===== config.mk =====
export PLATFORM = sky130hd
export DESIGN_NAME = ofdm_tx_frame_sched
export DESIGN_NICKNAME = d
export VERILOG_FILES = /design/src/rtl/ofdm_tx_frame_sched_pkg.sv /design/src/rtl/ofdm_tx_frame_sched_frame_beat_counter.sv /design/src/rtl/ofdm_tx_frame_sched.sv
export SDC_FILE = /design/constraint.sdc
export NUM_CORES = 1
export LEC_CHECK = 0
export ABC_AREA = 1
export CORE_UTILIZATION = 46
export CTS_CLUSTER_SIZE = 20
export DETAILED_ROUTE_END_ITERATION = 10
export GPL_TIMING_DRIVEN = 0
export PLACE_DENSITY = 0.87
export SLEW_MARGIN = 20
export SYNTH_ARGS = -nofsm -noshare
export SYNTH_HDL_FRONTEND = slang
export SYNTH_SLANG_ARGS = --single-unit

===== constraint.sdc =====
create_clock -name CLK_I -period 4 [get_ports CLK_I]
set_input_delay 1.2 -clock CLK_I [delete_from_list [all_inputs] [get_ports CLK_I]]
set_output_delay 1.2 -clock CLK_I [all_outputs]
set_load 0.005 [all_outputs]

===== src/rtl/ofdm_tx_frame_sched_pkg.sv =====
// Shared definitions for the 802.22 TX frame scheduler.
// Holds the IQ sample layout, default symbol/preamble geometry, the
// scheduler state encoding and the beat-counter width helper.
package ofdm_tx_frame_sched_pkg;

    localparam int unsigned IQ_W         = 32;
    localparam int unsigned FFT_LEN      = 2048;
    localparam int unsigned CP_LEN       = 512;
    localparam int unsigned SYM_LEN_DFLT = FFT_LEN + CP_LEN;
    localparam int unsigned PRE_LEN_DFLT = 5120;
    localparam int unsigned NSYM_W_DFLT  = 8;

    // One complex sample as carried on every stream port.
    typedef struct packed {
        logic [15:0] i;
        logic [15:0] q;
    } iq_sample_t;

    typedef enum logic [1:0] {
        ST_IDLE = 2'd0,
        ST_PRE  = 2'd1,
        ST_DATA = 2'd2
    } sched_state_e;

    // Bits needed to count beats of the longer of preamble and symbol.
    function automatic int unsigned beat_cnt_width(input int unsigned pre_len,
                                                   input int unsigned sym_len);
        int unsigned m;
        m = (pre_len > sym_len) ? pre_len : sym_len;
        return (m > 1) ? $clog2(m) : 1;
    endfunction

endpackage


===== src/rtl/ofdm_tx_frame_sched_frame_beat_counter.sv =====
// frame_beat_counter: beat and symbol position inside a TX frame.
// Ports:
//   clk, rst      clock, asynchronous active-high reset
//   clr           restart both counters at frame start
//   adv           one beat completed this cycle
//   pre_phase     1 while counting preamble beats, 0 for data symbols
//   nsym          symbols in the current frame (latched by the caller)
//   beat_last_c   current beat is the last of the preamble / symbol
//   sym_last_c    current symbol is the last of the frame
module frame_beat_counter
    import ofdm_tx_frame_sched_pkg::*;
#(
    parameter int unsigned PRE_LEN = PRE_LEN_DFLT,
    parameter int unsigned SYM_LEN = SYM_LEN_DFLT,
    parameter int unsigned NSYM_W  = NSYM_W_DFLT,
    parameter int unsigned BEAT_W  = beat_cnt_width(PRE_LEN, SYM_LEN)
) (
    input  logic              clk,
    input  logic              rst,
    input  logic              clr,
    input  logic              adv,
    input  logic              pre_phase,
    input  logic [NSYM_W-1:0] nsym,
    output logic              beat_last_c,
    output logic              sym_last_c
);

    logic [BEAT_W-1:0] beat_cnt_q, beat_cnt_d;
    logic [NSYM_W-1:0] sym_cnt_q,  sym_cnt_d;
    logic [BEAT_W-1:0] beat_term;

    // Terminal-count flags and next counter values.
    always_comb begin
        beat_term   = pre_phase ? BEAT_W'(PRE_LEN - 1) : BEAT_W'(SYM_LEN - 1);
        beat_last_c = (beat_cnt_q == beat_term);
        sym_last_c  = (sym_cnt_q == (nsym - NSYM_W'(1)));
        beat_cnt_d  = beat_cnt_q;
        sym_cnt_d   = sym_cnt_q;
        if (clr) begin
            beat_cnt_d = '0;
            sym_cnt_d  = '0;
        end else if (adv) begin
            if (beat_last_c) begin
                beat_cnt_d = '0;
                // Only data symbols are counted; the preamble wrap leaves sym_cnt at 0.
                if (!pre_phase) begin
                    sym_cnt_d = sym_cnt_q + NSYM_W'(1);
                end
            end else begin
                beat_cnt_d = beat_cnt_q + BEAT_W'(1);
            end
        end
    end

    // Counter registers.
    always_ff @(posedge clk or posedge rst) begin
        if (rst) begin
            beat_cnt_q <= '0;
            sym_cnt_q  <= '0;
        end else begin
            beat_cnt_q <= beat_cnt_d;
            sym_cnt_q  <= sym_cnt_d;
        end
    end

endmodule


===== src/rtl/ofdm_tx_frame_sched.sv =====
// ofdm_tx_frame_sched: frame scheduler between IFFT_Mod and Tx_Out.
// Forwards PRE_LEN preamble beats then NSYM*SYM_LEN data beats per frame,
// framed by CYC_O, through a zero-latency source mux.
// Ports:
//   CLK_I, RST_I          clock, asynchronous active-high reset
//   NSYM_I                data symbols per frame, latched at frame start
//   P_DAT_I/P_STB_I/P_ACK_O   preamble source handshake
//   D_DAT_I/D_CYC_I/D_STB_I/D_ACK_O   IFFT data source handshake
//   DAT_O/CYC_O/STB_O/WE_O/ACK_I      output stream to Tx_Out
//   FRM_DONE_O            one-cycle pulse after the last beat of a frame
//   UNDERRUN_O            one-cycle pulse when the data source aborts a frame
module ofdm_tx_frame_sched
    import ofdm_tx_frame_sched_pkg::*;
#(
    parameter int unsigned SYM_LEN = SYM_LEN_DFLT,
    parameter int unsigned PRE_LEN = PRE_LEN_DFLT,
    parameter int unsigned NSYM_W  = NSYM_W_DFLT
) (
    input  logic              CLK_I,
    input  logic              RST_I,
    input  logic [NSYM_W-1:0] NSYM_I,
    input  logic [IQ_W-1:0]   P_DAT_I,
    input  logic              P_STB_I,
    output logic              P_ACK_O,
    input  logic [IQ_W-1:0]   D_DAT_I,
    input  logic              D_CYC_I,
    input  logic              D_STB_I,
    output logic              D_ACK_O,
    output logic [IQ_W-1:0]   DAT_O,
    output logic              CYC_O,
    output logic              STB_O,
    output logic              WE_O,
    input  logic              ACK_I,
    output logic              FRM_DONE_O,
    output logic              UNDERRUN_O
);

    localparam int unsigned BEAT_W = beat_cnt_width(PRE_LEN, SYM_LEN);

    sched_state_e      state_q,    state_d;
    logic [NSYM_W-1:0] nsym_q,     nsym_d;
    logic              cyc_q,      cyc_d;
    logic              frm_done_q, frm_done_d;
    logic              underrun_q, underrun_d;

    iq_sample_t        dat_c;
    logic              stb_c;
    logic              p_ack_c;
    logic              d_ack_c;
    logic              cnt_clr;
    logic              cnt_adv;
    logic              beat_last_c;
    logic              sym_last_c;

    frame_beat_counter #(
        .PRE_LEN (PRE_LEN),
        .SYM_LEN (SYM_LEN),
        .NSYM_W  (NSYM_W),
        .BEAT_W  (BEAT_W)
    ) u_cnt (
        .clk         (CLK_I),
        .rst         (RST_I),
        .clr         (cnt_clr),
        .adv         (cnt_adv),
        .pre_phase   (state_q == ST_PRE),
        .nsym        (nsym_q),
        .beat_last_c (beat_last_c),
        .sym_last_c  (sym_last_c)
    );

    // Source mux and frame sequencing.
    always_comb begin
        state_d    = state_q;
        nsym_d     = nsym_q;
        cyc_d      = cyc_q;
        frm_done_d = 1'b0;
        underrun_d = 1'b0;
        cnt_clr    = 1'b0;
        cnt_adv    = 1'b0;
        dat_c      = '0;
        stb_c      = 1'b0;
        p_ack_c    = 1'b0;
        d_ack_c    = 1'b0;

        case (state_q)
            ST_IDLE: begin
                if (D_CYC_I) begin
                    state_d = ST_PRE;
                    nsym_d  = NSYM_I;
                    cnt_clr = 1'b1;
                    cyc_d   = 1'b1;
                end
            end

            ST_PRE: begin
                // Data-source abort is ignored here: the preamble always completes.
                dat_c   = P_DAT_I;
                stb_c   = P_STB_I;
                p_ack_c = ACK_I & P_STB_I;
                cnt_adv = p_ack_c;
                if (p_ack_c && beat_last_c) begin
                    if (nsym_q == '0) begin
                        state_d    = ST_IDLE;
                        cyc_d      = 1'b0;
                        frm_done_d = 1'b1;
                    end else begin
                        state_d = ST_DATA;
                    end
                end
            end

            ST_DATA: begin
                dat_c   = D_DAT_I;
                stb_c   = D_STB_I;
                d_ack_c = ACK_I & D_STB_I;
                cnt_adv = d_ack_c;
                // The final beat wins over a simultaneous D_CYC_I drop.
                if (d_ack_c && beat_last_c && sym_last_c) begin
                    state_d    = ST_IDLE;
                    cyc_d      = 1'b0;
                    frm_done_d = 1'b1;
                end else if (!D_CYC_I) begin
                    state_d    = ST_IDLE;
                    cyc_d      = 1'b0;
                    underrun_d = 1'b1;
                end
            end

            default: begin
                state_d = ST_IDLE;
                cyc_d   = 1'b0;
            end
        endcase
    end

    // Scheduler state and registered status.
    always_ff @(posedge CLK_I or posedge RST_I) begin
        if (RST_I) begin
            state_q    <= ST_IDLE;
            nsym_q     <= '0;
            cyc_q      <= 1'b0;
            frm_done_q <= 1'b0;
            underrun_q <= 1'b0;
        end else begin
            state_q    <= state_d;
            nsym_q     <= nsym_d;
            cyc_q      <= cyc_d;
            frm_done_q <= frm_done_d;
            underrun_q <= underrun_d;
        end
    end

    assign DAT_O      = dat_c;
    assign STB_O      = stb_c;
    assign WE_O       = stb_c;
    assign P_ACK_O    = p_ack_c;
    assign D_ACK_O    = d_ack_c;
    assign CYC_O      = cyc_q;
    assign FRM_DONE_O = frm_done_q;
    assign UNDERRUN_O = underrun_q;

endmodule


==> results.py, run 1 <==
metrics = {
    "run_status": {
        "run_status": "finished, final reports clean",
    },
    "clock_tree": {
        "cts_setup_buffers": 0,
        "cts_max_level": 2,
        "cts_root_buffer": "clkbuf_8",
        "cts.sinks": 34,
        "cts_max_path_buffers": 2,
        "tritoncts.num_buffers": 5,
        "worst_skew_pair_later_pin_latency_ps": 290,
        "cts-resized-gates": 0,
        "cts_tree": "yes",
        "post_cts_hold_buffer_count": 0,
        "clk_pin_slew_worst_paths_ps": 60,
    },
    "grt": {
        "grt_first_pass_wirelength_um": 12900,
        "grt_pass1_vias": 2825,
        "maximum_number_of_pins_on_one_net_before_global_route_repair": 35,
        "grt_antenna_before_repair": 0,
        "grt_use_total": 0.269,
        "gr-total-overflow": 0,
    },
    "placed_design": {
        "gp_congestion": 0.914,
        "port_buffers": 116,
        "pre_cts_slack_ps": 139,
        "detailed_place_hpwl_um": 6160,
        "place.detailed.instances": 596,
        "total_cell_area_at_the_placement_stage_sq_mm": 0.00387,
    },
    "logic_synthesis": {
        "synth_seq_cells": 34,
        "netlist_instances": 408,
        "synth.distinct_cells": 34,
        "synth.yosys.warnings": 0,
        "synth_ff_type": "dfrtp_1",
        "synth_area_sq_mm": 0.00262,
        "synth-seq-area-share": 0.325,
        "synth_edf_count": 0,
        "synth_nets": 493,
        "syn-mean-instance-area_sq_um": 6.41,
        "ys_async_sr_fraction": 1.00,
    },
    "timing": {
        "hold_viol": 0,
        "final_max_slew_viol_count": 0,
        "setup_viol": 0,
        "timing.setup.tns_ps": 0,
        "worst_slack_ps": 122,
        "final.setup_skew_ps": 10.7,
        "fmax_ghz": 0.258,
        "finalWorstPathRequiredPeriod_ps": 3880,
        "final.period_utilization": 0.969,
        "worst_max_slew_margin_expressed_relative_to_the_limit": 0.520,
        "timing_worst_slew_pin_value_ps": 719,
        "rsz0062_at_grt": "no",
    },
    "worst_setup_path": {
        "endpoint_kind": "primary output",
        "critical_path.slowest_cell": "clkdlybuf4s50_1",
        "regToRegEndpoint": "u_cnt.beat_cnt_q[12]$_DFFE_PP0P_",
        "setup.reg_to_reg.worst_slack_ps": 1840,
        "crit_top_cell": "clkdlybuf4s50_1",
        "beginning_of_the_critical_path": "P_STB_I",
        "worstSetupStartpointType": "input pin",
        "crit_fanout": 3,
        "timing.setup.critical_path_class": "in2out",
        "critPathTopFamily": "buffers and inverters",
        "arrival_time_worst_endpoint_ps": 2680,
        "worst_r2r_startpoint": "state_q[0]$_DFFE_PP0P_",
        "timing.reg2reg.worst_path_depth": 12,
        "crit_cells": 5,
        "timing.critical_path.cells": "clkdlybuf4s50_1 > nand2_1 > a21oi_2 > buf_4 > clkdlybuf4s50_1",
        "crit_path_max_cell_delay_ps": 530,
        "worst-endpoint-required_ps": 2800,
        "timing.critical_path.buf_inv": 3,
        "setup.worst_path.end": "WE_O",
    },
    "finish": {
        "diodes": 0,
        "non_filler_instance_count_after_layout": 604,
        "post_route_cells_drive_above_1_share": 0.0564,
        "finish.instance_area_sq_mm": 0.00396,
        "area_delta_synth_final_pct": 51.3,
        "fin_util": 0.719,
        "design.final.nets": 616,
    },
    "floorplan": {
        "io_pins": 117,
        "num_rows": 27,
        "coreArea_sq_mm": 0.00551,
        "chipHeight_um": 77.4,
        "fp.dieW_um": 77.4,
        "floorplan.initialDensity": 0.475,
        "fp.dieArea_sq_mm": 0.00599,
    },
    "route": {
        "drcViolationCount": 0,
        "drtPass1Iterations": 5,
        "dr_total_vias": 3065,
        "drtAntennaViolNets": 0,
        "wire_per_inst_um": 13.2,
        "drc_marker_count_from_the_first_detailed_route_iteration": 176,
        "vias_per_cell": 5.07,
        "drt_wl_total_um": 8000,
    },
    "worst_hold_path": {
        "hold_path_class": "reg2reg",
    },
    "run": {
        "max_cap_violations": 0,
    },
    "power": {
        "power_per_cell_area_mw_per_mm2": 591,
        "peakVddDrop_uv": 359,
        "cellLeakagePower_nw": 1.74,
    },
}
-- tightest hold or removal path, stage by stage (launching register included) --
cell     delay [ps]
dfrtp_1         350
nand2_1          60
nand2_1          60
-- cell type report --
cell class,count,area (sq um)
inverter,47,176
clock buffer,7,86.3
buffer,14,76.3
timing repair buffer,116,1160
tap,72,90.1
fill,472,1550
sequential,34,851
clock inverter,1,5.00
multi-input combinational,313,1510
-- cell families after synthesis --
| logic type | after synthesis | share of synthesized area |
|---|---|---|
| AO/OA/AOI/OAI | 70 | 0.143 |
| buffers and inverters | 61 | 0.0966 |
| adder cells (fa/ha/maj) | 7 | 0.0335 |
| AND/OR/NAND/NOR | 231 | 0.385 |
| XOR/XNOR | 5 | 0.0167 |
| flip-flops | 34 | 0.325 |
-- power breakdown --
group          leakage (nW)  total [mW]  switching (mW)  internal, mW
clock                0.0482       0.268           0.129         0.139
combinational          1.25        1.47           0.830         0.637
sequential            0.437       0.603           0.138         0.465
total                  1.74        2.34            1.10          1.24
-- flip-flops by register name, indices dropped and copies added (netlist names) --
signal            cells
state_q               2
CYC_O                 1
u_cnt.sym_cnt_q       8
FRM_DONE_O            1
nsym_q                8
UNDERRUN_O            1
u_cnt.beat_cnt_q     13
-- routing by layer --
| layer | vias up | part of all wire | routed length, um | track usage |
|---|---|---|---|---|
| met5 | - | 0 | 0 | 0 |
| met1 | 1389 | 0.43 | 3480 | 0.332 |
| met4 | 0 | 0.018 | 144 | 0.113 |
| met3 | 18 | 0.053 | 424 | 0.0529 |
| met2 | 109 | 0.49 | 3950 | 0.456 |
| li1 | 1549 | - | - | - |
-- synthesized netlist by cell type, types with 4 or more instances --
cell / instances / area [sq um]
a21oi_1: 44 / 220
nor2_1: 33 / 124
dfrtp_1: 34 / 851
o21ai_0: 15 / 75.1
o21ai_1: 4 / 20.0
nand2_1: 148 / 556
ha_1: 7 / 87.6
nor3_1: 9 / 45.0
clkbuf_1: 8 / 30.0
nand2_2: 5 / 31.3
nand3_1: 18 / 90.1
inv_1: 44 / 165
nand4_1: 6 / 37.5
-- layout by cell type (no fill, tap or decap), drive strengths merged, types with 7 or more instances in the layout --
master and instances:
a21oi 45, nand2 155, o21ai 21, nand3 21, nor2 36, inv 45, dfrtp 34, clkdlybuf4s50 116
clkbuf 15, nor3 10, ha 7
-- how the worst min path moves through the flow --
stage	from	endpoint	slack, ps	depth (start not counted)
2_1_floorplan	CYC_O$_DFFE_PP0P_	CYC_O$_DFFE_PP0P_	460	2
3_3_place_gp	CYC_O$_DFFE_PP0P_	CYC_O$_DFFE_PP0P_	470	2
3_5_place_dp	CYC_O$_DFFE_PP0P_	CYC_O$_DFFE_PP0P_	480	2
4_1_cts	CYC_O$_DFFE_PP0P_	CYC_O$_DFFE_PP0P_	500	2
5_1_grt	CYC_O$_DFFE_PP0P_	CYC_O$_DFFE_PP0P_	540	2
6_report	CYC_O$_DFFE_PP0P_	CYC_O$_DFFE_PP0P_	490	2
-- per-stage QoR --
stage	hold slack (ps)	total power, mW
finish	493	2.34
global route	537	2.55
CTS	504	2.33
detailed placement	480	2.04
global placement	474	2.00
floorplan	464	1.46
(Power assumes the default switching activity.)
==> inputs of run 2 (changes only) <==
--- a/config.mk
+++ b/config.mk
@@ -10,6 +10,7 @@
 export CTS_CLUSTER_SIZE = 20
 export DETAILED_ROUTE_END_ITERATION = 10
 export GPL_TIMING_DRIVEN = 0
+export MAX_ROUTING_LAYER = met4
 export PLACE_DENSITY = 0.87
 export SLEW_MARGIN = 20
 export SYNTH_ARGS = -nofsm -noshare
==> run 2 against run 1 <==
Effect of this change: hold slack better by 6.5 ps; sequential cell count unchanged; clock-buffer cell count did not move; first-iteration DRC count up 4.5%; largest cell class unchanged; sequential power barely moved; setup slack got worse by 1.9 ps; final cell count unchanged; critical path depth unchanged; critical endpoint unchanged; maximum frequency about the same; global-route usage rose by 0.77 points; wire length up 0.24%.
==> results.py, run 2 (synthesized netlist as in run 1, its figures left out) <==
metrics = {
    "run_status": {
        "run_status": "finished, final reports clean",
    },
    "route": {
        "drtAntennaViolNets": 0,
        "drc_marker_count_from_the_first_detailed_route_iteration": 184,
        "wire_per_inst_um": 13.3,
        "drcViolationCount": 0,
        "dr_total_vias": 3077,
        "drt_wl_total_um": 8020,
        "drtPass1Iterations": 5,
        "vias_per_cell": 5.09,
    },
    "clock_tree": {
        "clk_pin_slew_worst_paths_ps": 60,
        "cts_max_path_buffers": 2,
        "post_cts_hold_buffer_count": 0,
        "cts.sinks": 34,
        "tritoncts.num_buffers": 5,
        "cts-resized-gates": 0,
        "cts_setup_buffers": 0,
        "worst_skew_pair_later_pin_latency_ps": 290,
        "cts_max_level": 2,
        "cts_tree": "yes",
        "cts_root_buffer": "clkbuf_8",
    },
    "timing": {
        "final.period_utilization": 0.970,
        "rsz0062_at_grt": "no",
        "hold_viol": 0,
        "timing.setup.tns_ps": 0,
        "finalWorstPathRequiredPeriod_ps": 3880,
        "worst_slack_ps": 120,
        "final_max_slew_viol_count": 0,
        "fmax_ghz": 0.258,
        "worst_max_slew_margin_expressed_relative_to_the_limit": 0.518,
        "timing.hold.ws_ps": 500,
        "setup_viol": 0,
        "final.setup_skew_ps": 11.0,
        "timing_worst_slew_pin_value_ps": 722,
    },
    "placed_design": {
        "pre_cts_slack_ps": 139,
        "gp_congestion": 0.930,
        "place.detailed.instances": 596,
        "detailed_place_hpwl_um": 6160,
        "port_buffers": 116,
    },
    "worst_setup_path": {
        "arrival_time_worst_endpoint_ps": 2680,
        "timing.setup.critical_path_class": "in2out",
        "regToRegEndpoint": "u_cnt.beat_cnt_q[12]$_DFFE_PP0P_",
        "worst-endpoint-required_ps": 2800,
        "beginning_of_the_critical_path": "P_STB_I",
        "worstSetupStartpointType": "input pin",
        "crit_fanout": 3,
        "timing.reg2reg.worst_path_depth": 12,
        "worst_r2r_startpoint": "state_q[0]$_DFFE_PP0P_",
        "endpoint_kind": "primary output",
        "setup.reg_to_reg.worst_slack_ps": 1860,
    },
    "worst_hold_path": {
        "hold_path_startpoint": "CYC_O$_DFFE_PP0P_",
        "hold_path_end": "CYC_O$_DFFE_PP0P_",
        "hold_path_class": "reg2reg",
        "holdPathStages": 2,
    },
    "finish": {
        "register_area_sq_um": 851,
        "multiInputGateArea_sq_mm": 0.00151,
        "final_cell_mix": "nand2_1, clkdlybuf4s50_1, a21oi_1",
        "layout_top_registers": "u_cnt.beat_cnt_q x13, nsym_q x8, u_cnt.sym_cnt_q x8",
        "largest_register_ff_count": 13,
        "post_route_cells_drive_above_1_share": 0.0564,
        "final_common_cell": "nand2_1",
        "non_filler_instance_count_after_layout": 604,
        "design.final.nets": 616,
        "area_delta_synth_final_pct": 51.3,
        "diodes": 0,
        "regMostFlops": "u_cnt.beat_cnt_q",
        "fill_cells": 472,
        "fin_util": 0.719,
    },
    "grt": {
        "grt_pass1_vias": 2829,
        "maximum_number_of_pins_on_one_net_before_global_route_repair": 35,
        "grt_first_pass_wirelength_um": 12900,
        "grt_antenna_before_repair": 0,
        "gr-total-overflow": 0,
        "grt_use_total": 0.277,
    },
    "floorplan": {
        "coreArea_sq_mm": 0.00551,
        "fp.dieArea_sq_mm": 0.00599,
        "chipHeight_um": 77.4,
        "fp.dieW_um": 77.4,
        "floorplan.initialDensity": 0.475,
        "num_rows": 27,
        "io_pins": 117,
    },
    "run": {
        "max_cap_violations": 0,
    },
    "power": {
        "cellLeakagePower_nw": 1.74,
        "peakVddDrop_uv": 360,
        "power_per_cell_area_mw_per_mm2": 591,
    },
}
[run 2: final cells by class]
type	instances	area share
Multi-Input combinational cell	313	0.382
Clock inverter	1	0.00126
Tap cell	72	0.0228
Inverter	47	0.0446
Clock buffer	7	0.0218
Timing Repair Buffer	116	0.293
Buffer	14	0.0193
Sequential cell	34	0.215
[run 2: stage by stage]
| stage | cell area (sq um) | power [mW] |
|---|---|---|
| CTS | 3960 | 2.33 |
| global placement | 3870 | 2.00 |
| detailed placement | 3870 | 2.04 |
| floorplan | 2620 | 1.46 |
| global route | 3960 | 2.55 |
| finish | 3960 | 2.34 |
[run 2: power breakdown]
group,internal [mW],switching (mW)
clock,0.139,0.127
combinational,0.637,0.830
sequential,0.465,0.140
total,1.24,1.10
[run 2: metal layers]
metal / GRT usage / up-vias / share of wire
li1: - / 1547 / -
met2: 0.458 / 100 / 0.50
met5: - / - / 0
met1: 0.334 / 1410 / 0.44
met3: 0.0494 / 20 / 0.040
met4: 0.109 / 0 / 0.021
[run 2: worst max-delay path: stages]
cell and delay [ps]:
clkdlybuf4s50_1 540, nand2_1 90, a21oi_2 230, buf_4 150, clkdlybuf4s50_1 480
[run 2: how the worst max path moves through the flow]
| stage | slack [ps] | to |
|---|---|---|
| after detailed placement | 140 | WE_O |
| after floorplan | 1220 | WE_O |
| final | 120 | WE_O |
| after CTS | 140 | WE_O |
| after global placement | 150 | WE_O |
| after global routing | 90 | WE_O |
==> patch 1: new RTL, settings of run 2 <==
Make the reset (`RST_I` and `rst`) synchronous in 2 clocked blocks. Comments in the files are not updated.
--- a/src/rtl/ofdm_tx_frame_sched_frame_beat_counter.sv
+++ b/src/rtl/ofdm_tx_frame_sched_frame_beat_counter.sv
@@ -53,7 +53,7 @@
     end
 
     // Counter registers.
-    always_ff @(posedge clk or posedge rst) begin
+    always_ff @(posedge clk) begin
         if (rst) begin
             beat_cnt_q <= '0;
             sym_cnt_q  <= '0;
--- a/src/rtl/ofdm_tx_frame_sched.sv
+++ b/src/rtl/ofdm_tx_frame_sched.sv
@@ -134,7 +134,7 @@
     end
 
     // Scheduler state and registered status.
-    always_ff @(posedge CLK_I or posedge RST_I) begin
+    always_ff @(posedge CLK_I) begin
         if (RST_I) begin
             state_q    <= ST_IDLE;
             nsym_q     <= '0;
Behaviour: differs if RST_I is asserted again (counterexample within 4 cycles, from zero or initial values and one cycle with RST_I high); with RST_I held inactive, the same outputs for 10 cycles.
==> patch 1 against run 2 <==
  * First-iteration DRC count down 6.5%
  * Synthesized area shrank 5.5%
  * Sequential cell count stayed put
  * Worst hold slack got worse by 6.6 ps
  * Routed wire length fell by 1.1%
  * Final cell count shrank 1.5%
  * Largest power group unchanged
  * Total power is 31% lower
  * Critical path type unchanged
  * Setup slack better by 53 ps
  * Design area shrank 3.3%
==> patch 1: results (changes against run 2) <==
** Placement
- The count of placed standard cells including taps is 587 (was 596).
- Final weighted congestion in routability-driven placement :: 0.927 (was 0.930)
- Dpl hpwl :: 6280 um (was 6160 um)
- Area post-placement :: 0.00372 mm2 (was 0.00387 mm2)

** Yosys
- The mean cell area of the mapped netlist came to 6.16 um2 (was 6.41 um2).
- Synthesized Nets :: 486 (was 493)
- The post-synthesis compound-gate area fraction was 16.6% (was 14.3%).
- The post-synthesis adder-cell area fraction is 3.54% (was 3.35%).
- Leading post-synthesis cells by instance count: sky130_fd_sc_hd__nand2_1 (127), sky130_fd_sc_hd__a21oi_1 (58), sky130_fd_sc_hd__inv_1 (46), sky130_fd_sc_hd__dfxtp_1 (34), sky130_fd_sc_hd__nor2_1 (28) (was sky130_fd_sc_hd__nand2_1 (148), sky130_fd_sc_hd__a21oi_1 (44), sky130_fd_sc_hd__inv_1 (44), sky130_fd_sc_hd__dfrtp_1 (34), sky130_fd_sc_hd__nor2_1 (33)).
- The parity-gate share of the synthesized area counting xor and xnor cells was 2.48% (was 1.67%).
- The main flop type after synthesis is sky130_fd_sc_hd__dfxtp_1 (was sky130_fd_sc_hd__dfrtp_1).

** Finish
- The non-clock buffer instance count of the final layout is 131 (was 130).
- Clk cell area share :: 2.78% (was 2.31%)
- Count of multi-input combinational gates :: 304 (was 313)
- Filler cell count in the final layout :: 425 (was 472)
- The final standard cell count with taps included and fillers excluded was 595 (was 604).
- NumNets Final :: 609 (was 616)
- The fraction of layout instances using a drive strength above 1 is 7.24% (was 5.64%).

** Critical path
- Data arrival time of the critical path :: 2630 ps (was 2680 ps)
- Register-to-register setup slack :: 2010 ps (was 1860 ps)
- The reg-to-reg critical path startpoint was state_q[1] (was state_q[0]).

** Timing
- The worst-case hold slack came to 493 ps (was 500 ps).

** Pwr
- VDD IR max :: 0.000301 V (was 0.000360 V)

** Hold path
- Endpoint with the worst hold slack :: u_cnt.beat_cnt_q[12] (was CYC_O)
- Hold Startpoint :: u_cnt.beat_cnt_q[12] (was CYC_O)

** GRT
- The global-route track usage on met1 is 30.8% (was 33.4%).
- Maximum number of pins on one net before global-route repair :: 11 (was 35)
- The global-route total usage across every layer was 29.2% (was 27.7%).
- The via count of the first global-routing pass came to 2859 (was 2829).
- The first-pass GRT wire length is 12200 um (was 12900 um).

** Routing
- The mean routed wirelength per cell was 13.3 um (about the same).
- The first-iteration detailed-routing DRC count is 172 (was 184).

** Outcome
- Run status :: finished clean (unchanged)

** Floorplan
- The area of the placeable core is 0.00514 mm2 (was 0.00551 mm2).
patch 1: changes by cell type after synthesis, sizes merged, moves of 2 or more:
cell / before / now
a21oi: 45 / 60
dfrtp: 34 / 0
dfxtp: 0 / 34
inv: 45 / 47
nand2: 155 / 137
nor3: 10 / 7
o21ai: 21 / 16
patch 1: routing by layer:
metal | vias to the layer above | share of wire (%)
li1 | 1534 | -
met1 | 1397 | 39
met2 | 121 | 53
met3 | 9 | 6.8
met4 | 0 | 1.2
met5 | - | 0
patch 1: power by group:
| part | total, mW | switching [mW] | internal, mW |
|---|---|---|---|
| Clock | 0.317 | 0.130 | 0.187 |
| Combinational | 0.903 | 0.513 | 0.390 |
| Sequential | 0.397 | 0.0245 | 0.373 |
patch 1: worst max-delay path, cell delays in order:
cell,delay (ps)
sky130_fd_sc_hd__clkdlybuf4s50_1,480
sky130_fd_sc_hd__nand2_1,100
sky130_fd_sc_hd__a21oi_1,210
sky130_fd_sc_hd__buf_4,140
sky130_fd_sc_hd__clkdlybuf4s50_1,490
==> patch 2: new RTL, flow settings as in run 2 <==
Made on the original files. The package constant `PRE_LEN_DFLT` goes from 5120 to 10240.
--- a/src/rtl/ofdm_tx_frame_sched_pkg.sv
+++ b/src/rtl/ofdm_tx_frame_sched_pkg.sv
@@ -7,7 +7,7 @@
     localparam int unsigned FFT_LEN      = 2048;
     localparam int unsigned CP_LEN       = 512;
     localparam int unsigned SYM_LEN_DFLT = FFT_LEN + CP_LEN;
-    localparam int unsigned PRE_LEN_DFLT = 5120;
+    localparam int unsigned PRE_LEN_DFLT = 10240;
     localparam int unsigned NSYM_W_DFLT  = 8;
 
     // One complex sample as carried on every stream port.
Function: same outputs for any inputs over 10 cycles, from zero or initial values and one cycle with RST_I high; that may be too few to reach the edited logic, so the function may still have changed.
==> patch 2 against run 2 <==
  * Routed wire length is 3.4% higher
  * Die area rose by 2.4%
  * Setup slack better by 13 ps
  * First-iteration DRC count up 51%
  * Synthesized area up 2.5%
  * Sequential share of layout area grew 0.31 points
  * Global-route usage grew 1.0 points
  * Final cell count fell by 0.66%
  * Design area up 1.5%
  * Total power is 2.5% lower
  * Fmax rose by 0.35%
  * Sequential cell count up 1
  * Largest power group unchanged
==> patch 2: results (changes against run 2) <==
** Pwr
- The worst-case vdd ir drop came to 0.000380 V (was 0.000360 V).
- Standby leakage power :: 1.72 nW (was 1.74 nW)
- The power after layout came to 2.28 mW (was 2.34 mW).

** Routing
- Drt initial violations :: 278 (was 184)
- Routed vias/inst :: 5.11 (was 5.09)
- Detailed-route wire length per cell :: 13.8 um (was 13.3 um)

** GRT
- Total GRT Usage :: 28.7% (was 27.7%)
- The maximum number of pins on one net before global-route repair was 36 (was 35).
- The via count of the first global-routing pass came to 2820 (was 2829).
- Wire length of the first global-routing pass :: 13400 um (was 12900 um)

** Placement
- The weighted congestion reported at the end of routability-driven placement came to 0.924 (was 0.930).
- The detailed placer's ending HPWL came to 6470 um (was 6160 um).
- The cell area after placement came to 0.00393 mm2 (was 0.00387 mm2).
- Minimum setup slack after placement :: 149 ps (was 139 ps)
- PortBufs :: 116 (unchanged)
- Placed Cells :: 592 (was 596)

** Finish
- Final std cells w/o fill :: 600 (was 604)
- Registers with the highest flip-flop counts: u_cnt.beat_cnt_q: 14 flops, nsym_q: 8 flops, u_cnt.sym_cnt_q: 8 flops (was u_cnt.beat_cnt_q: 13 flops, nsym_q: 8 flops, u_cnt.sym_cnt_q: 8 flops).
- Fraction of layout cells with a size suffix above 1 :: 7.77% (was 5.64%)
- The count of nets after finishing is 612 (was 616).

** Yosys
- The number of library cell types mapped by synthesis is 38 (was 34).
- Leading post-synthesis cells by instance count :: sky130_fd_sc_hd__nand2_1 (144), sky130_fd_sc_hd__a21oi_1 (38), sky130_fd_sc_hd__dfrtp_1 (35), sky130_fd_sc_hd__inv_1 (34), sky130_fd_sc_hd__nor2_1 (34) (was sky130_fd_sc_hd__nand2_1 (148), sky130_fd_sc_hd__a21oi_1 (44), sky130_fd_sc_hd__inv_1 (44), sky130_fd_sc_hd__dfrtp_1 (34), sky130_fd_sc_hd__nor2_1 (33))
- The number of standard cells after synthesis is 404 (was 408).
- Leading post-synthesis cells by cell area: sky130_fd_sc_hd__dfrtp_1 (33%), sky130_fd_sc_hd__nand2_1 (20%), sky130_fd_sc_hd__a21oi_1 (7.1%) (was sky130_fd_sc_hd__dfrtp_1 (33%), sky130_fd_sc_hd__nand2_1 (21%), sky130_fd_sc_hd__a21oi_1 (8.4%)).
- The sequential share of the synthesized area came to 32.7% (was 32.5%).
- Synthesized Nets :: 489 (was 493)

** Clocking
- The largest buffer count on any clock path is 2 (unchanged).
- Clock input transition at the sequential cells of the worst setup and hold paths :: 80 ps (was 60 ps)
- Inserted Clock Buffers :: 5 (unchanged)
- H-tree levels :: 2 (unchanged)

** Outcome
- Run status: finished clean (unchanged).

** Timing
- Worst-Margin Slew :: 722 ps (about the same)
- The worst setup skew after layout is 10.7 ps (was 11.0 ps).

** Critical path
- Delay-heaviest family, CP :: buffers and inverters (unchanged)
patch 2: layout make-up:
cell class	count	area [um2]
Tap cell	72	90.1
Clock inverter	1	5.00
Clock buffer	7	76.3
Timing Repair Buffer	116	1160
Sequential cell	35	876
Inverter	37	139
Fill cell	457	1560
Multi-Input combinational cell	315	1570
Buffer	17	96.3
patch 2: path summary, 6_finish.rpt:
check	startpoint	to	slack [ps]	cells after the start
worst max register to register	state_q[1]	u_cnt.sym_cnt_q[3]	1880	10
min in group asynchronous	RST_I	u_cnt.beat_cnt_q[8]	1340	2
worst min register to register	CYC_O	CYC_O	480	2
worst min-delay path	CYC_O	CYC_O	480	2
worst max-delay path	P_STB_I	WE_O	130	5
max in group asynchronous	RST_I	u_cnt.sym_cnt_q[1]	2200	2
patch 2: what timing repair did:
action	4_1_cts	5_1_grt
hold endpoints to repair	0	0
setup endpoints to repair	0	29
hold buffers	0	0
buffers inserted	0	0
gates resized for setup	0	3
patch 2: tightest hold or removal path, stage by stage (launching register included):
cell and delay, ps:
sky130_fd_sc_hd__dfrtp_1 350, sky130_fd_sc_hd__nand2_1 50, sky130_fd_sc_hd__nand2_1 40
patch 2: cells by family after synthesis:
kind of cell             after synthesis  synth area share, %
AND/OR/NAND/NOR                      228                 36.9
AO/OA/AOI/OAI                         66                 14.0
buffers and inverters                 54                 8.64
flip-flops                            35                 32.7
XOR/XNOR                              14                 4.58
adder cells (fa/ha/maj)                7                 3.27
patch 2: metal layers:
layer	track usage [%]	vias up	wire length [um]
met3	6.16	9	394
met4	5.74	0	70
met1	37.3	1407	3750
li1	-	1540	-
met2	46.2	109	4080
met5	-	-	0
patch 2: power by group:
part,leakage [nW],switching (mW),internal (mW)
Clock,0.0422,0.137,0.122
Sequential,0.460,0.116,0.463
Combinational,1.22,0.810,0.633
Total,1.72,1.06,1.22
